==> config.mk <==
export PLATFORM = sky130hd
export DESIGN_NAME = vga_timing_gen_flat
export DESIGN_NICKNAME = d
export VERILOG_FILES = /design/src/rtl/vga_pkg.sv /design/src/rtl/vga_timing_gen_if.sv /design/src/rtl/vga_sync_delay.sv /design/src/rtl/vga_timing_gen.sv /design/src/flat_wrapper.sv
export SDC_FILE = /design/constraint.sdc
export NUM_CORES = 1
export LEC_CHECK = 0
export CAP_MARGIN = 20
export CORE_ASPECT_RATIO = 1.75
export CORE_MARGIN = 1.5
export CORE_UTILIZATION = 52
export CTS_CLUSTER_SIZE = 40
export DETAILED_ROUTE_END_ITERATION = 8
export GPL_ROUTABILITY_DRIVEN = 0
export MAX_ROUTING_LAYER = met4
export PLACE_DENSITY_LB_ADDON = 0.12
export REMOVE_ABC_BUFFERS = 1
export SLEW_MARGIN = 20
export SYNTH_ARGS = -nofsm -noshare
export SYNTH_HDL_FRONTEND = slang
export SYNTH_HIERARCHICAL = 1
export SYNTH_SLANG_ARGS = --single-unit
==> constraint.sdc <==
create_clock -name clk -period 3.5 [get_ports clk]
set_clock_uncertainty 0.15 [all_clocks]
set_input_delay 0.7 -clock clk [delete_from_list [all_inputs] [get_ports clk]]
set_output_delay 0.7 -clock clk [all_outputs]
set_load 0.005 [all_outputs]
==> src/rtl/vga_pkg.sv <==
// Shared VGA timing constants for the standard modes, the per-position sync/active flags
// carried down the display pipeline, and helpers that derive line/frame totals.
package vga_pkg;

  // 1280x1024 @ 60 Hz, 108 MHz pixel clock, positive syncs
  localparam int SXGA_H_ACTIVE = 1280;
  localparam int SXGA_H_FP     = 48;
  localparam int SXGA_H_SYNC   = 112;
  localparam int SXGA_H_BP     = 248;
  localparam int SXGA_V_ACTIVE = 1024;
  localparam int SXGA_V_FP     = 1;
  localparam int SXGA_V_SYNC   = 3;
  localparam int SXGA_V_BP     = 38;
  localparam bit SXGA_HS_POL   = 1'b1;
  localparam bit SXGA_VS_POL   = 1'b1;

  // 640x480 @ 60 Hz, 25.175 MHz pixel clock, negative syncs
  localparam int VGA_H_ACTIVE  = 640;
  localparam int VGA_H_FP      = 16;
  localparam int VGA_H_SYNC    = 96;
  localparam int VGA_H_BP      = 48;
  localparam int VGA_V_ACTIVE  = 480;
  localparam int VGA_V_FP      = 10;
  localparam int VGA_V_SYNC    = 2;
  localparam int VGA_V_BP      = 33;
  localparam bit VGA_HS_POL    = 1'b0;
  localparam bit VGA_VS_POL    = 1'b0;

  typedef struct packed {
    logic act;
    logic hs;
    logic vs;
  } vga_flags_t;

  localparam int FLAGS_W = $bits(vga_flags_t);

  function automatic int vga_total(int sync_w, int bp_w, int active_w, int fp_w);
    return sync_w + bp_w + active_w + fp_w;
  endfunction

  // First counter value of the visible area: sync and back porch precede it
  function automatic int vga_act_lo(int sync_w, int bp_w);
    return sync_w + bp_w;
  endfunction

endpackage

==> src/rtl/vga_timing_gen_if.sv <==
// Fetch-side and connector-side signals of the VGA timing generator.
interface vga_timing_gen_if #(
  parameter int RGB_W = 3,
  parameter int CW    = 12
);

  logic [RGB_W-1:0] rgb_data;
  logic             pix_req;
  logic [CW-1:0]    pix_x;
  logic [CW-1:0]    pix_y;
  logic             line_start;
  logic             frame_start;
  logic [RGB_W-1:0] VGA_rgb;
  logic             VGA_hsync;
  logic             VGA_vsync;

  modport master (
    input  rgb_data,
    output pix_req,
    output pix_x,
    output pix_y,
    output line_start,
    output frame_start,
    output VGA_rgb,
    output VGA_hsync,
    output VGA_vsync
  );

  modport slave (
    output rgb_data,
    input  pix_req,
    input  pix_x,
    input  pix_y,
    input  line_start,
    input  frame_start,
    input  VGA_rgb,
    input  VGA_hsync,
    input  VGA_vsync
  );

endinterface

==> src/rtl/vga_sync_delay.sv <==
// Enable-gated shift register; aligns the raster flags with colour data returning from the fetch path.
module vga_sync_delay #(
  parameter int               WIDTH   = 3,
  parameter int               DEPTH   = 2,
  parameter logic [WIDTH-1:0] RST_VAL = '0
) (
  input  logic             clk,
  input  logic             rst_n,
  input  logic             en,
  input  logic [WIDTH-1:0] d,
  output logic [WIDTH-1:0] q
);

  logic [WIDTH-1:0] stage_p [DEPTH];

  always_ff @(posedge clk or negedge rst_n) begin
    if (!rst_n) begin
      for (int i = 0; i < DEPTH; i++) begin
        stage_p[i] <= RST_VAL;
      end
    end else if (en) begin
      stage_p[0] <= d;
      for (int i = 1; i < DEPTH; i++) begin
        stage_p[i] <= stage_p[i-1];
      end
    end
  end

  assign q = stage_p[DEPTH-1];

endmodule

==> src/rtl/vga_timing_gen.sv <==
// Programmable VGA raster generator: pixel-tick divider, h/v counters, a registered fetch request
// issued FETCH_LAT ticks ahead of display, and syncs delayed to stay aligned with the returned colour.
module vga_timing_gen
  import vga_pkg::*;
#(
  parameter int H_ACTIVE  = SXGA_H_ACTIVE,
  parameter int H_FP      = SXGA_H_FP,
  parameter int H_SYNC    = SXGA_H_SYNC,
  parameter int H_BP      = SXGA_H_BP,
  parameter int V_ACTIVE  = SXGA_V_ACTIVE,
  parameter int V_FP      = SXGA_V_FP,
  parameter int V_SYNC    = SXGA_V_SYNC,
  parameter int V_BP      = SXGA_V_BP,
  parameter bit HS_POL    = SXGA_HS_POL,
  parameter bit VS_POL    = SXGA_VS_POL,
  parameter int PIX_DIV   = 1,
  parameter int FETCH_LAT = 2,
  parameter int RGB_W     = 3,
  parameter int CW        = 12
) (
  input  logic             clk,
  input  logic             rst_n,
  vga_timing_gen_if.master vga
);

  localparam int H_TOTAL = vga_total(H_SYNC, H_BP, H_ACTIVE, H_FP);
  localparam int V_TOTAL = vga_total(V_SYNC, V_BP, V_ACTIVE, V_FP);

  localparam logic [CW-1:0] H_LAST     = CW'(H_TOTAL - 1);
  localparam logic [CW-1:0] V_LAST     = CW'(V_TOTAL - 1);
  localparam logic [CW-1:0] H_ACT_LO   = CW'(vga_act_lo(H_SYNC, H_BP));
  localparam logic [CW-1:0] H_ACT_HI   = CW'(vga_act_lo(H_SYNC, H_BP) + H_ACTIVE);
  localparam logic [CW-1:0] V_ACT_LO   = CW'(vga_act_lo(V_SYNC, V_BP));
  localparam logic [CW-1:0] V_ACT_HI   = CW'(vga_act_lo(V_SYNC, V_BP) + V_ACTIVE);
  localparam logic [CW-1:0] H_SYNC_END = CW'(H_SYNC);
  localparam logic [CW-1:0] V_SYNC_END = CW'(V_SYNC);

  localparam int            DW       = (PIX_DIV > 1) ? $clog2(PIX_DIV) : 1;
  localparam logic [DW-1:0] DIV_LAST = DW'(PIX_DIV - 1);

  logic [DW-1:0]      div_cnt;
  logic               tick;
  logic [CW-1:0]      hcount;
  logic [CW-1:0]      vcount;
  logic [CW-1:0]      h_next;
  logic [CW-1:0]      v_next;
  logic               h_wrap;
  logic               v_wrap;
  vga_flags_t         flags_p0;
  vga_flags_t         flags_pd;
  logic [FLAGS_W-1:0] flags_pd_raw;

  // Pixel tick: the PIX_DIV-th clk after reset is the first tick
  assign tick = (div_cnt == DIV_LAST);

  always_ff @(posedge clk or negedge rst_n) begin
    if (!rst_n) begin
      div_cnt <= '0;
    end else begin
      div_cnt <= tick ? '0 : div_cnt + DW'(1);
    end
  end

  // Next raster position; request and pipeline entry both describe this position
  assign h_wrap = (hcount == H_LAST);
  assign v_wrap = (vcount == V_LAST);
  assign h_next = h_wrap ? '0 : hcount + CW'(1);
  assign v_next = h_wrap ? (v_wrap ? '0 : vcount + CW'(1)) : vcount;

  always_comb begin
    flags_p0.act = (h_next >= H_ACT_LO) && (h_next < H_ACT_HI) &&
                   (v_next >= V_ACT_LO) && (v_next < V_ACT_HI);
    flags_p0.hs  = (h_next < H_SYNC_END);
    flags_p0.vs  = (v_next < V_SYNC_END);
  end

  always_ff @(posedge clk or negedge rst_n) begin
    if (!rst_n) begin
      hcount <= H_LAST;
      vcount <= V_LAST;
    end else if (tick) begin
      hcount <= h_next;
      vcount <= v_next;
    end
  end

  // Request stage: pulses last one clk, coordinates hold until the next active position
  always_ff @(posedge clk or negedge rst_n) begin
    if (!rst_n) begin
      vga.pix_req     <= 1'b0;
      vga.line_start  <= 1'b0;
      vga.frame_start <= 1'b0;
      vga.pix_x       <= '0;
      vga.pix_y       <= '0;
    end else begin
      vga.pix_req     <= tick && flags_p0.act;
      vga.line_start  <= tick && h_wrap;
      vga.frame_start <= tick && h_wrap && v_wrap;
      if (tick && flags_p0.act) begin
        vga.pix_x <= h_next - H_ACT_LO;
        vga.pix_y <= v_next - V_ACT_LO;
      end
    end
  end

  vga_sync_delay #(
    .WIDTH   (FLAGS_W),
    .DEPTH   (FETCH_LAT),
    .RST_VAL ('0)
  ) u_sync_delay (
    .clk   (clk),
    .rst_n (rst_n),
    .en    (tick),
    .d     (flags_p0),
    .q     (flags_pd_raw)
  );

  assign flags_pd = vga_flags_t'(flags_pd_raw);

  // Display stage: colour and syncs leave together, FETCH_LAT ticks after their request
  always_ff @(posedge clk or negedge rst_n) begin
    if (!rst_n) begin
      vga.VGA_rgb   <= '0;
      vga.VGA_hsync <= ~HS_POL;
      vga.VGA_vsync <= ~VS_POL;
    end else if (tick) begin
      vga.VGA_rgb   <= flags_pd.act ? vga.rgb_data : '0;
      vga.VGA_hsync <= flags_pd.hs ? HS_POL : ~HS_POL;
      vga.VGA_vsync <= flags_pd.vs ? VS_POL : ~VS_POL;
    end
  end

endmodule

==> src/flat_wrapper.sv <==
// flat-port wrapper written by rule: the top's interface ports become plain ports
module vga_timing_gen_flat import vga_pkg::*;
#(
  parameter int H_ACTIVE  = SXGA_H_ACTIVE,
  parameter int H_FP      = SXGA_H_FP,
  parameter int H_SYNC    = SXGA_H_SYNC,
  parameter int H_BP      = SXGA_H_BP,
  parameter int V_ACTIVE  = SXGA_V_ACTIVE,
  parameter int V_FP      = SXGA_V_FP,
  parameter int V_SYNC    = SXGA_V_SYNC,
  parameter int V_BP      = SXGA_V_BP,
  parameter bit HS_POL    = SXGA_HS_POL,
  parameter bit VS_POL    = SXGA_VS_POL,
  parameter int PIX_DIV   = 1,
  parameter int FETCH_LAT = 2,
  parameter int RGB_W     = 3,
  parameter int CW        = 12
)
  (clk, rst_n, vga_rgb_data, vga_pix_req, vga_pix_x, vga_pix_y, vga_line_start, vga_frame_start, vga_VGA_rgb, vga_VGA_hsync, vga_VGA_vsync);
  vga_timing_gen_if #(.RGB_W(RGB_W), .CW(CW)) vga_i ();
  input  logic clk;
  input  logic rst_n;
  input wire logic [$bits(vga_i.rgb_data)-1:0] vga_rgb_data;
  output wire logic [$bits(vga_i.pix_req)-1:0] vga_pix_req;
  output wire logic [$bits(vga_i.pix_x)-1:0] vga_pix_x;
  output wire logic [$bits(vga_i.pix_y)-1:0] vga_pix_y;
  output wire logic [$bits(vga_i.line_start)-1:0] vga_line_start;
  output wire logic [$bits(vga_i.frame_start)-1:0] vga_frame_start;
  output wire logic [$bits(vga_i.VGA_rgb)-1:0] vga_VGA_rgb;
  output wire logic [$bits(vga_i.VGA_hsync)-1:0] vga_VGA_hsync;
  output wire logic [$bits(vga_i.VGA_vsync)-1:0] vga_VGA_vsync;
  assign vga_i.rgb_data = vga_rgb_data;
  assign vga_pix_req = vga_i.pix_req;
  assign vga_pix_x = vga_i.pix_x;
  assign vga_pix_y = vga_i.pix_y;
  assign vga_line_start = vga_i.line_start;
  assign vga_frame_start = vga_i.frame_start;
  assign vga_VGA_rgb = vga_i.VGA_rgb;
  assign vga_VGA_hsync = vga_i.VGA_hsync;
  assign vga_VGA_vsync = vga_i.VGA_vsync;
  vga_timing_gen #(.H_ACTIVE(H_ACTIVE), .H_FP(H_FP), .H_SYNC(H_SYNC), .H_BP(H_BP), .V_ACTIVE(V_ACTIVE), .V_FP(V_FP), .V_SYNC(V_SYNC), .V_BP(V_BP), .HS_POL(HS_POL), .VS_POL(VS_POL), .PIX_DIV(PIX_DIV), .FETCH_LAT(FETCH_LAT), .RGB_W(RGB_W), .CW(CW)) u_core (.clk(clk), .rst_n(rst_n), .vga(vga_i));
endmodule
* Yosys cells after proc, flatten, opt, wreduce, memory -nomap -nowiden
Index checks and enable logic that the tools add are counted.
Cells by class: add/sub/neg operators 5, magnitude comparators 6, equality and inequality tests 2, muxes and demuxes 7, bitwise gates (word level) 1, reduce and logical (&&, ||, !) cells 6
Operator list (number):
- 12-bit 2-to-1 mux | 3
- 12-bit by 1-bit adder with 12-bit output (second input constant) | 2
- 12-bit by 11-bit equality test with 1-bit output (second input constant) | 2
- 12-bit by 11-bit less-than comparator with 1-bit output (second input constant) | 2
- 12-bit by 6-bit greater-or-equal comparator with 1-bit output (second input constant) | 1
- 12-bit by 9-bit greater-or-equal comparator with 1-bit output (second input constant) | 1
- 12-bit by 2-bit less-than comparator with 1-bit output (second input constant) | 1
- 12-bit by 7-bit less-than comparator with 1-bit output (second input constant) | 1
- 12-bit by 6-bit subtractor with 12-bit output (second input constant) | 1
- 12-bit by 9-bit subtractor with 12-bit output (second input constant) | 1
- 1-bit logical AND | 6
- 1-bit 2-to-1 mux | 3
- 3-bit 2-to-1 mux | 1
- 1-bit adder (second input constant) | 1
- 1-bit NOT | 1
Storage, ports and cells: register bits 63, input port bits 5

* Longest topological paths before layout
word-level depth 7, gate-level depth with buffers 18, gate-level depth less buffers 14

* Modules after synthesis
Netlist, hierarchy kept.
Modules (own cells, without submodules):
- vga_timing_gen | times used 1, cells each 341, area an instance 3358.2 sq um, sequential area each 1415.1 sq um
- vga_sync_delay | times used 1, cells each 16, area an instance 274.0 sq um, sequential area each 150.1 sq um

* Worst setup path before layout
OpenSTA, ideal clock, no wires.
kind reg-to-reg, start reg u_core.hcount[0], end reg u_core.vga.pix_x[10], data arrival time 3.474 ns, required time 3.224 ns, path slack -0.250 ns, stages on the path, launching flop included 18, path buffers 4, cell sequence dfstp_2 > ha_1 > clkbuf_1 > nand4_1 > or3_1 > buf_2 > inv_2 > buf_2 > nand2b_1 > o21a_1 > ha_1 > o311a_1 > nand2_1 > a31oi_4 > and3_4 > or2_1 > buf_2 > a221o_1
Between the ends: longest elaborated chain between the ends 7
Ends and longest elaborated chain:
- start, declared | line vga_timing_gen.sv:43 | logic [CW-1:0] hcount;
- start signal, assigned | line vga_timing_gen.sv:82 | hcount <= h_next;
- 12-bit by 11-bit equality test with 1-bit output (*) | line vga_timing_gen.sv:65 | assign h_wrap = (hcount == H_LAST);
- via u_core.h_wrap | line vga_timing_gen.sv:47 | logic h_wrap;
- 12-bit 2-to-1 mux | line vga_timing_gen.sv:67 | assign h_next = h_wrap ? '0 : hcount + CW'(1);
- 12-bit by 9-bit greater-or-equal comparator with 1-bit output / 12-bit by 11-bit less-than comparator with 1-bit output (equally long branches) | line vga_timing_gen.sv:71 | flags_p0.act = (h_next >= H_ACT_LO) && (h_next < H_ACT_HI) &&
- 1-bit logical AND (2 in series) | line vga_timing_gen.sv:71
- 1-bit logical AND | line vga_timing_gen.sv:72 | (v_next >= V_ACT_LO) && (v_next < V_ACT_HI);
- 1-bit logical AND | line vga_timing_gen.sv:99 | if (tick && flags_p0.act) begin
- end signal, assigned | line vga_timing_gen.sv:100 | vga.pix_x <= h_next - H_ACT_LO;
- end, declared | line vga_timing_gen_if.sv:20 | output pix_x,
Mark *: on every way through the listed nets, which the timed path passes. The rest lies on a longest branch. A chain may end at the register's enable or synchronous reset.

* Final worst setup path
start reg u_core.hcount[7], end reg u_core.vga.pix_x[9]
Between the ends: longest elaborated chain between the ends 7
Ends and longest elaborated chain (line):
- 12-bit by 1-bit adder with 12-bit output / 12-bit by 11-bit equality test with 1-bit output (equally long branches) | vga_timing_gen.sv:67, vga_timing_gen.sv:65
- 12-bit 2-to-1 mux | vga_timing_gen.sv:67
- 12-bit by 9-bit greater-or-equal comparator with 1-bit output / 12-bit by 11-bit less-than comparator with 1-bit output (equally long branches) | vga_timing_gen.sv:71
- 1-bit logical AND (2 in series) | vga_timing_gen.sv:71
- 1-bit logical AND | vga_timing_gen.sv:72
- 1-bit logical AND | vga_timing_gen.sv:99
Parallel ways exist; a longest one is shown, timed or not.

==> impl_metrics.toml <==
[floorplanning]
initial_core_util_pct = 53.4
io_pins = 37
die_y_um = 114
die_w_um = 66.2
row_count = 40
coreArea_sq_mm = 0.00681
die_area_sq_mm = 0.00752

[global_routing]
grt_pass1_vias = 3259
track_usage_pct = 28.5
grt-ovfl-total = 0
grt_pass1_wl_um = 15500
antenna_found_initial = 0
grt_max_degree = 45

[clock_network]
clock_path_buffers = 2
clk_latency_ns = 0.33
cts_buffers = 9
clock-root-buffer = "clkbuf_16"
htree_levels = 3
clock-sinks = 62
path_clk_slew_ns = 0.05
ctsHoldBuffers = 0
cts_tree = "built"

[yosys]
synth_area_sq_mm = 0.00363
synth_seq_area_share_pct = 43.1
synth_edf_count = 0
ys_async_sr_fraction_pct = 100
synth_top_flop_cell = "dfrtp_1"
synth.largest_area_cell = "dfrtp_1"
synthTopCellsByArea = "dfrtp_1 35%, dfstp_2 8.0%, xnor2_1 4.8%"
synth_cells = 357
post-synth-top-count-cell = "dfrtp_1"
yosysTopAreaCellShare_pct = 35.1
ys.warnings.count = 6
avgSynthCellArea_sq_um = 10.2
ys_top_cells_by_count = "51 x dfrtp_1, 22 x inv_1, 21 x nand2_1, 20 x xnor2_1, 16 x a21oi_1"
ys_ff_latch = 62
synth_cell_types = 71

[route]
top_layer_used = "met4"
drc = 0
drt-initial-drc-count = 296
wl_met1_um = 3820
dr_wl_met3_um = 351
firstDrtPassIters = 5
drt-wirelength-per-cell_um = 18.7
routed_wirelength_um = 10200
routed_via_density = 5.91
met2_length_um = 5460
antenna_left = 0
vias = 3222

[timing]
slew_viol_final = 0
finalHoldViolations = 0
min_period_ns = 3.58
worstMarginPinSlew_ns = 0.617
rsz0062_at_grt = "yes"
setup_viol = 17
layout_setup_ws_ns = -0.0764
relSlewSlack_pct = 58.6
timing.hold.ws_ns = 0.101
fmaxAchievable_mhz = 280
finalCritPeriodShare_pct = 102

[power]
p_leak_nw = 2.24
powerDensity_mw_per_mm2 = 343
peakVddDrop_uv = 314
fin_total_pwr_mw = 1.77

[worst_setup_path]
setup.worst_path.class = "reg2reg"
crit_top_cell = "nand2_2"
slowest_delay_ns = 0.52
arrival_ns = 3.64
cp.required_ns = 3.56
cp-end-kind = "flip-flop"
crit_fanout = 8
slowest_stage = "dfstp_2"
path_cells = "or4b_4 -> or3_4 -> nand2_2 -> o21a_1 -> ha_2 -> o311a_1 -> nand2_2 -> a31oi_4 -> o2111ai_4 -> nor2_4 -> buf_6 -> mux2_4"
cp-start-kind = "flip-flop"

[status]
violations = "setup timing"
status = "complete, but fails checks"

[final_layout]
seqCellArea_sq_mm = 0.00157
fin_area_sq_mm = 0.00517
final_util_pct = 75.9
layout-drive-gt1-share_pct = 37.3
insertedDiodeCount = 0
multi_input_area_sq_mm = 0.00211
syn2layout_area_growth_pct = 42.3
fill_cells = 476
nets = 469

[flow_run]
drv_cap = 0

[placement]
portBuffers = 36
place_area_sq_mm = 0.00445
hpwl_um = 6930

[min_path]
hold_path.class = "in2async"
[cell families after synthesis]
group | count (synthesis) | share of synthesized area [%]
buffers and inverters | 45 | 5.79
adders and majority gates | 8 | 2.76
DFF | 62 | 43.1
other | 1 | 0.103
muxes | 22 | 7.44
xor gates and xnor gates | 30 | 7.23
and+or+nand+nor | 120 | 19.7
AOI/OAI and AO/OA | 69 | 13.9
[critical path: cells and delay by family (launching register included)]
kind	cells	cell delay (ns)
compound gates	4	0.79
simple gates	5	1.30
flops	1	0.52
fa+ha+maj	1	0.20
mux	1	0.31
buf+inv	1	0.18
[cell type report]
type                       instances  share of cell area, %
clock inverter                     7                   2.35
timing repair buffer             109                   18.3
multi-input combinational        250                   40.8
clock buffer                       9                   4.36
sequential                        62                   30.3
tap                               84                   2.03
inverter                          24                   1.79
[layout by cell type, fill, tap and decap left out, types with 9 or more instances in the layout]
master / instances
a21oi_1: 14
xor2_1: 10
inv_1: 22
nand2_1: 18
clkdlybuf4s50_1: 35
and2_1: 9
dfrtp_1: 51
nor2_1: 13
clkbuf_16: 9
nand3_1: 13
dfstp_2: 11
buf_4: 67
xnor2_1: 18
mux2_4: 20
[metrics by stage]
step                TNS (ns)  worst slack, ns  std cells
finish                -0.813          -0.0764        545
global route           -3.03           -0.190        545
CTS                   -0.437          -0.0521        537
detailed placement     -4.34           -0.253        516
global placement       -2.69           -0.171        516
floorplan              -6.45           -0.341        336
[sequential cells by signal (all words and copies together), names as in the netlist, 3 cells and up]
name	count
u_core/hcount	12
u_core/u_sync_delay/q	3
u_core/u_sync_delay/stage_p	3
u_core/vcount	12
u_core/vga.VGA_rgb	3
u_core/vga.pix_x	12
u_core/vga.pix_y	12
[worst paths after layout]
check,from,end,slack (ns),depth (start not counted)
max in group asynchronous,rst_n,u_core/vga.pix_x[8],2.34,3
min in group clk,u_core/u_sync_delay/q[1],u_core/vga.VGA_hsync,0.24,0
worst min-delay path,rst_n,u_core/vcount[8],0.10,1
worst max-delay path,u_core/hcount[7],u_core/vga.pix_x[9],-0.08,12
worst min register to register,u_core/u_sync_delay/q[1],u_core/vga.VGA_hsync,0.24,0
worst max register to register,u_core/hcount[7],u_core/vga.pix_x[9],-0.08,12
[per-layer routing]
layer,vias up,track usage (%)
li1,1477,-
met1,1609,30.7
met2,103,47.3
met3,33,5.23
met4,0,17.3
met5,-,-
[power breakdown]
group	leakage, nW	internal (mW)	switching, mW
registers	0.791	0.718	0.00000000000000773
clock network	0.170	0.698	0.331
logic	1.28	0.00820	0.0166
total	2.24	1.42	0.348
[repair_timing]
action,CTS,global route
resized for setup,34,25
cloned,1,0
buffers inserted,6,9
pin swaps,10,14
endpoints found under the setup margin,24,25
Power figures use the tool's default switching activity.
==> patch 1: new RTL, same flow settings <==
Make the reset (`rst_n`) synchronous in 5 clocked blocks.
--- a/src/rtl/vga_sync_delay.sv
+++ b/src/rtl/vga_sync_delay.sv
@@ -13,7 +13,7 @@
 
   logic [WIDTH-1:0] stage_p [DEPTH];
 
-  always_ff @(posedge clk or negedge rst_n) begin
+  always_ff @(posedge clk) begin
     if (!rst_n) begin
       for (int i = 0; i < DEPTH; i++) begin
         stage_p[i] <= RST_VAL;
--- a/src/rtl/vga_timing_gen.sv
+++ b/src/rtl/vga_timing_gen.sv
@@ -53,7 +53,7 @@
   // Pixel tick: the PIX_DIV-th clk after reset is the first tick
   assign tick = (div_cnt == DIV_LAST);
 
-  always_ff @(posedge clk or negedge rst_n) begin
+  always_ff @(posedge clk) begin
     if (!rst_n) begin
       div_cnt <= '0;
     end else begin
@@ -74,7 +74,7 @@
     flags_p0.vs  = (v_next < V_SYNC_END);
   end
 
-  always_ff @(posedge clk or negedge rst_n) begin
+  always_ff @(posedge clk) begin
     if (!rst_n) begin
       hcount <= H_LAST;
       vcount <= V_LAST;
@@ -85,7 +85,7 @@
   end
 
   // Request stage: pulses last one clk, coordinates hold until the next active position
-  always_ff @(posedge clk or negedge rst_n) begin
+  always_ff @(posedge clk) begin
     if (!rst_n) begin
       vga.pix_req     <= 1'b0;
       vga.line_start  <= 1'b0;
@@ -118,7 +118,7 @@
   assign flags_pd = vga_flags_t'(flags_pd_raw);
 
   // Display stage: colour and syncs leave together, FETCH_LAT ticks after their request
-  always_ff @(posedge clk or negedge rst_n) begin
+  always_ff @(posedge clk) begin
     if (!rst_n) begin
       vga.VGA_rgb   <= '0;
       vga.VGA_hsync <= ~HS_POL;
Behaviour: differs if rst_n is asserted again (counterexample within 4 cycles, from zero or initial values and one cycle with rst_n low); with rst_n held inactive, the same outputs for 10 cycles.
==> patch 1 against the unedited design <==
The run still ends with setup timing left. Hold slack improved by 200 ps. Synthesized area increased by 13%. Design area increased by 1.5%. Cell count increased by 17%. Wire length increased by 14%. Setup slack improved by 70 ps. Sequential cell count increased by 1. Utilization decreased by 7.1 points. First-iteration DRC count decreased by 18%. Critical endpoint is now u_core/vga.pix_y[2]$_SDFFE_PN0P_. Highest routed layer unchanged.
Power is not compared: it rests on default switching activity, and its combinational part moved more than twofold at a synthesized area within 25%.
==> patch 1: results <==
metrics = {
    "synth": {
        "synth.distinct_cells": 83,
        "synth_fa_ha_area_frac": 0.0275,
        "synth_area_leaders": "dfxtp_1, edfxtp_1, xnor2_1, nand2_1, a21oi_1",
        "synth.top_cells.by_count": "dfxtp_1, nand2_1, nor2_1, a21oi_1, nand3_1",
        "async_flop_share": 0,
        "synth_edf_count": 6,
        "synth-xor-area-share": 0.0731,
        "synthMuxAreaShare": 0.0352,
        "synth-compound-area-share": 0.205,
        "ys.flop_type": "dfxtp_1",
        "yosys_warnings": 6,
        "yosysSeqAreaShare": 0.323,
        "synth-seq-cells": 63,
    },
    "detailed_routing": {
        "dr.pass1.iters": 5,
        "wl_per_cell_um": 18.3,
        "vias_per_cell": 6.09,
        "drt_iter0_markers": 242,
    },
    "finish": {
        "seq-cell-share": 0.252,
        "clk_share": 0.0520,
        "multi_input_gates": 350,
        "n_all_inverters": 11,
        "clkbuf_count": 9,
        "drive_above_1_share": 0.261,
        "multi_input_area_mm2": 0.00258,
        "n_fill_cell": 616,
        "signal_buffers": 107,
        "nets": 556,
        "buf_share": 0.176,
    },
    "grt": {
        "grt_pass1_wl_mm": 18.5,
        "grt_pass1_vias": 3828,
        "grt_max_degree": 43,
        "grt_use_total": 0.290,
        "antenna_found_initial": 0,
    },
    "timing": {
        "tns_ps": -5.91,
        "setup_violations": 1,
        "relSlewSlack": 0.489,
        "setup_ws_ps": -5.91,
    },
    "clocking": {
        "clkSlewWorstSetupHoldPaths_ps": 60,
        "cts_root_buffer": "clkbuf_16",
        "clockBufferDepth": 2,
        "cts_max_level": 3,
        "worst_skew_pair.late_latency_ps": 340,
    },
    "status": {
        "violations": "setup timing",
        "status": "finished with violations",
    },
    "placed_design": {
        "portBuffers": 36,
        "dp_hpwl_mm": 8.50,
    },
    "worst_setup_path": {
        "cp.arrival_ps": 3560,
        "crit_path_top_delay_cell": "mux2_4",
        "critPathMaxFanout": 7,
        "slowest_delay_ps": 390,
    },
    "power_and_ir_drop": {
        "power.leakage_nw": 2.07,
        "ir_drop_v": 0.000276,
    },
    "worst_hold_path": {
        "hp-class": "reg2reg",
    },
}
-- patch 1: cell types whose count changed after synthesis, moves of 11 or more --
cell / unedited run / this run
a21oi_1: 16 / 28
and3_1: 6 / 17
dfrtp_1: 51 / 0
dfstp_2: 11 / 0
dfxtp_1: 0 / 57
inv_1: 22 / 10
nand2_1: 21 / 38
nand3_1: 14 / 27
nor2_1: 14 / 31
-- patch 1: worst paths after layout --
kind | slack (ps) | start | to | depth (start not counted)
setup / recovery | -6 | u_core/hcount[1]$_SDFFE_PN1N_ | u_core/vga.pix_y[2]$_SDFFE_PN0P_ | 15
hold / removal | 300 | u_core/vga.pix_y[11]$_SDFFE_PN0P_ | u_core/vga.pix_y[11]$_SDFFE_PN0P_ | 2
setup reg to reg | -6 | u_core/hcount[1]$_SDFFE_PN1N_ | u_core/vga.pix_y[2]$_SDFFE_PN0P_ | 15
hold reg to reg | 300 | u_core/vga.pix_y[11]$_SDFFE_PN0P_ | u_core/vga.pix_y[11]$_SDFFE_PN0P_ | 2
-- patch 1: critical path, delay by kind of cell (launching register included) --
| kind | cells | cell delay [ps] |
|---|---|---|
| compound gates | 6 | 860 |
| simple gates | 4 | 690 |
| fa+ha+maj | 2 | 490 |
| buf+inv | 2 | 420 |
| mux | 1 | 390 |
| flops | 1 | 370 |
-- patch 1: timing repair --
| item | in CTS | in global routing |
|---|---|---|
| gates cloned | 1 | 0 |
| setup endpoints to repair | 16 | 24 |
| buffers inserted | 0 | 3 |
| gates resized for setup | 1 | 13 |
| pin swaps | 1 | 1 |
-- patch 1: stage by stage --
stage | hold WS [ps] | setup WS [ps] | area, um^2 | cells
final | 304 | -5.91 | 5250 | 635
after global placement | 287 | 15.9 | 4860 | 615
after detailed placement | 297 | -106 | 4860 | 615
after floorplan | 295 | -940 | 3860 | 423
after global routing | 331 | -119 | 5250 | 635
after CTS | 305 | 43.8 | 5150 | 632
-- patch 1: logic make-up (layout without fill, tap and decap cells) --
| family | count (synthesis) | after routing |
|---|---|---|
| xor gates and xnor gates | 32 | 32 |
| adders and majority gates | 9 | 9 |
| DFF | 63 | 63 |
| buffers and inverters | 52 | 134 |
| and+or+nand+nor | 184 | 185 |
| other | 1 | 1 |
| muxes | 13 | 13 |
| AOI/OAI and AO/OA | 110 | 110 |
-- patch 1: power breakdown --
part           total (mW)  internal (mW)  switching, mW
Sequential          0.812          0.779         0.0333
Combinational        1.01          0.457          0.549
Clock               0.823          0.479          0.344
Total                2.64           1.72          0.927
-- patch 1: per-layer routing --
layer,vias up,global-route usage,part of all wire
li1,1855,-,-
met1,1823,0.286,0.36
met2,139,0.507,0.53
met3,50,0.0600,0.040
met4,0,0.192,0.064
met5,-,-,0
==> patch 2: new RTL, same flow settings <==
Without the edit above. `RGB_W` is set to 3 in 3 places; all go to 5.
--- a/src/rtl/vga_timing_gen_if.sv
+++ b/src/rtl/vga_timing_gen_if.sv
@@ -1,6 +1,6 @@
 // Fetch-side and connector-side signals of the VGA timing generator.
 interface vga_timing_gen_if #(
-  parameter int RGB_W = 3,
+  parameter int RGB_W = 5,
   parameter int CW    = 12
 );
 
--- a/src/rtl/vga_timing_gen.sv
+++ b/src/rtl/vga_timing_gen.sv
@@ -15,7 +15,7 @@
   parameter bit VS_POL    = SXGA_VS_POL,
   parameter int PIX_DIV   = 1,
   parameter int FETCH_LAT = 2,
-  parameter int RGB_W     = 3,
+  parameter int RGB_W     = 5,
   parameter int CW        = 12
 ) (
   input  logic             clk,
--- a/src/flat_wrapper.sv
+++ b/src/flat_wrapper.sv
@@ -13,7 +13,7 @@
   parameter bit VS_POL    = SXGA_VS_POL,
   parameter int PIX_DIV   = 1,
   parameter int FETCH_LAT = 2,
-  parameter int RGB_W     = 3,
+  parameter int RGB_W     = 5,
   parameter int CW        = 12
 )
   (clk, rst_n, vga_rgb_data, vga_pix_req, vga_pix_x, vga_pix_y, vga_line_start, vga_frame_start, vga_VGA_rgb, vga_VGA_hsync, vga_VGA_vsync);
Interface: changed (resized vga_VGA_rgb and vga_rgb_data); port bits go from 37 to 41. No check against the original RTL was run, so the function may have changed too.
==> patch 2 against the unedited design <==
The run still ends with setup timing left. Synthesized area is 1.8% lower. Sequential share of layout area rose by 1.2 points. Critical path type unchanged. Sequential cell count grew 2. Synthesized cell count down 7.3%. Power down 5.4%. Count of clock-buffer cells in the layout increased by 2. Via count fell by 4.7%. Design area down 0.68%. Clock power fell by 12%. Wire length is 0.95% lower. Largest cell class unchanged. First-iteration DRC count fell by 25%. Setup slack got worse by 160 ps.
==> patch 2: results <==
metrics = {
    "grt": {
        "grt.met3_usage": 0.0872,
        "grt_use_total": 0.307,
        "grt_max_degree": 34,
        "grt_use_met2": 0.516,
        "grt_pass1_wl_mm": 16.1,
        "grtUsageMet1": 0.310,
        "grt_pass1_vias": 3208,
    },
    "synth": {
        "synth.distinct_cells": 63,
        "yosysSeqAreaShare": 0.453,
        "yosys_warnings": 6,
        "synth_area_leaders": "dfrtp_1, dfstp_2, mux2_1, xnor2_1, ha_1",
        "synth.top_cells.by_count": "dfrtp_1, inv_1, nand2_1, xnor2_1, mux2_1",
        "netlist_instances": 331,
        "async_flop_share": 1.00,
    },
    "worst_hold_path": {
        "hold_depth": 0,
        "hold_path_end": "u_core/vga.VGA_vsync$_DFF_PN0_",
        "hp-class": "reg2reg",
    },
    "timing": {
        "tightest_slew_ps": 762,
        "setup_violations": 25,
        "whs_ps": 228,
        "tns_ps": -5340,
        "setup_ws_ps": -239,
    },
    "finish": {
        "num_antenna_cells": 0,
        "nets": 455,
        "drive_above_1_share": 0.375,
    },
    "power_and_ir_drop": {
        "power.leakage_nw": 2.29,
        "pwr-share-clk": 0.543,
        "power.internal_mw": 1.34,
        "ir_drop_v": 0.000350,
        "maxPowerGroup": "clock",
        "powerClk_mw": 0.910,
        "comb_cell_power_mw": 0.0258,
    },
    "clocking": {
        "clockBufferDepth": 2,
        "cts_max_level": 3,
        "worst_skew_pair.late_latency_ps": 340,
        "clkSlewWorstSetupHoldPaths_ps": 50,
    },
    "worst_setup_path": {
        "crit_path_top_delay_cell": "or4_4",
        "critPathMaxFanout": 5,
        "start_kind": "flip-flop",
        "cp.arrival_ps": 3810,
        "r2r-start": "u_core/hcount[11]$_DFF_PN0_",
        "ff2ff_path_depth": 13,
        "slowest_delay_ps": 570,
        "timing.rr.end": "u_core/vga.pix_y[2]$_DFFE_PN0P_",
    },
    "detailed_routing": {
        "met3_length_um": 416,
        "highest-signal-layer": "met4",
        "drt_iter0_markers": 221,
        "dr_wl_met2_mm": 5.34,
        "wl_per_cell_um": 19.1,
        "wirelength_met1_mm": 3.67,
        "vias": 3069,
        "vias_per_cell": 5.82,
        "dr.pass1.iters": 4,
    },
    "placed_design": {
        "pre_cts_ws_ps": -340,
        "portBuffers": 40,
        "placed_area_mm2": 0.00443,
        "dp_hpwl_mm": 6.75,
        "dp.cells": 496,
    },
    "status": {
        "violations": "setup timing",
        "status": "finished with violations",
    },
}
==> patch 2: layout make-up <==
type | instances | area (um^2)
fill | 432 | 1460
multi-input combinational | 225 | 1980
timing repair buffer | 117 | 1040
sequential | 64 | 1620
inverter | 23 | 86.3
tap | 82 | 103
clock inverter | 5 | 55.1
clock buffer | 11 | 253
==> patch 2: logic make-up (layout without fill, tap and decap cells) <==
kind of cell | after synthesis | after routing | synth area share
fa+ha+maj | 8 | 8 | 0.0281
xor+xnor | 30 | 30 | 0.0737
other cells | 1 | 1 | 0.00105
mux | 32 | 32 | 0.106
buf+inv | 42 | 156 | 0.0582
flops | 64 | 64 | 0.453
simple gates | 110 | 110 | 0.189
compound gates | 44 | 44 | 0.0909
==> patch 2: what timing repair did <==
item	4_1_cts	5_1_grt
pin swaps	11	13
setup buffers	9	7
resized for setup	42	29
cloned	1	1
setup endpoints to repair	26	26
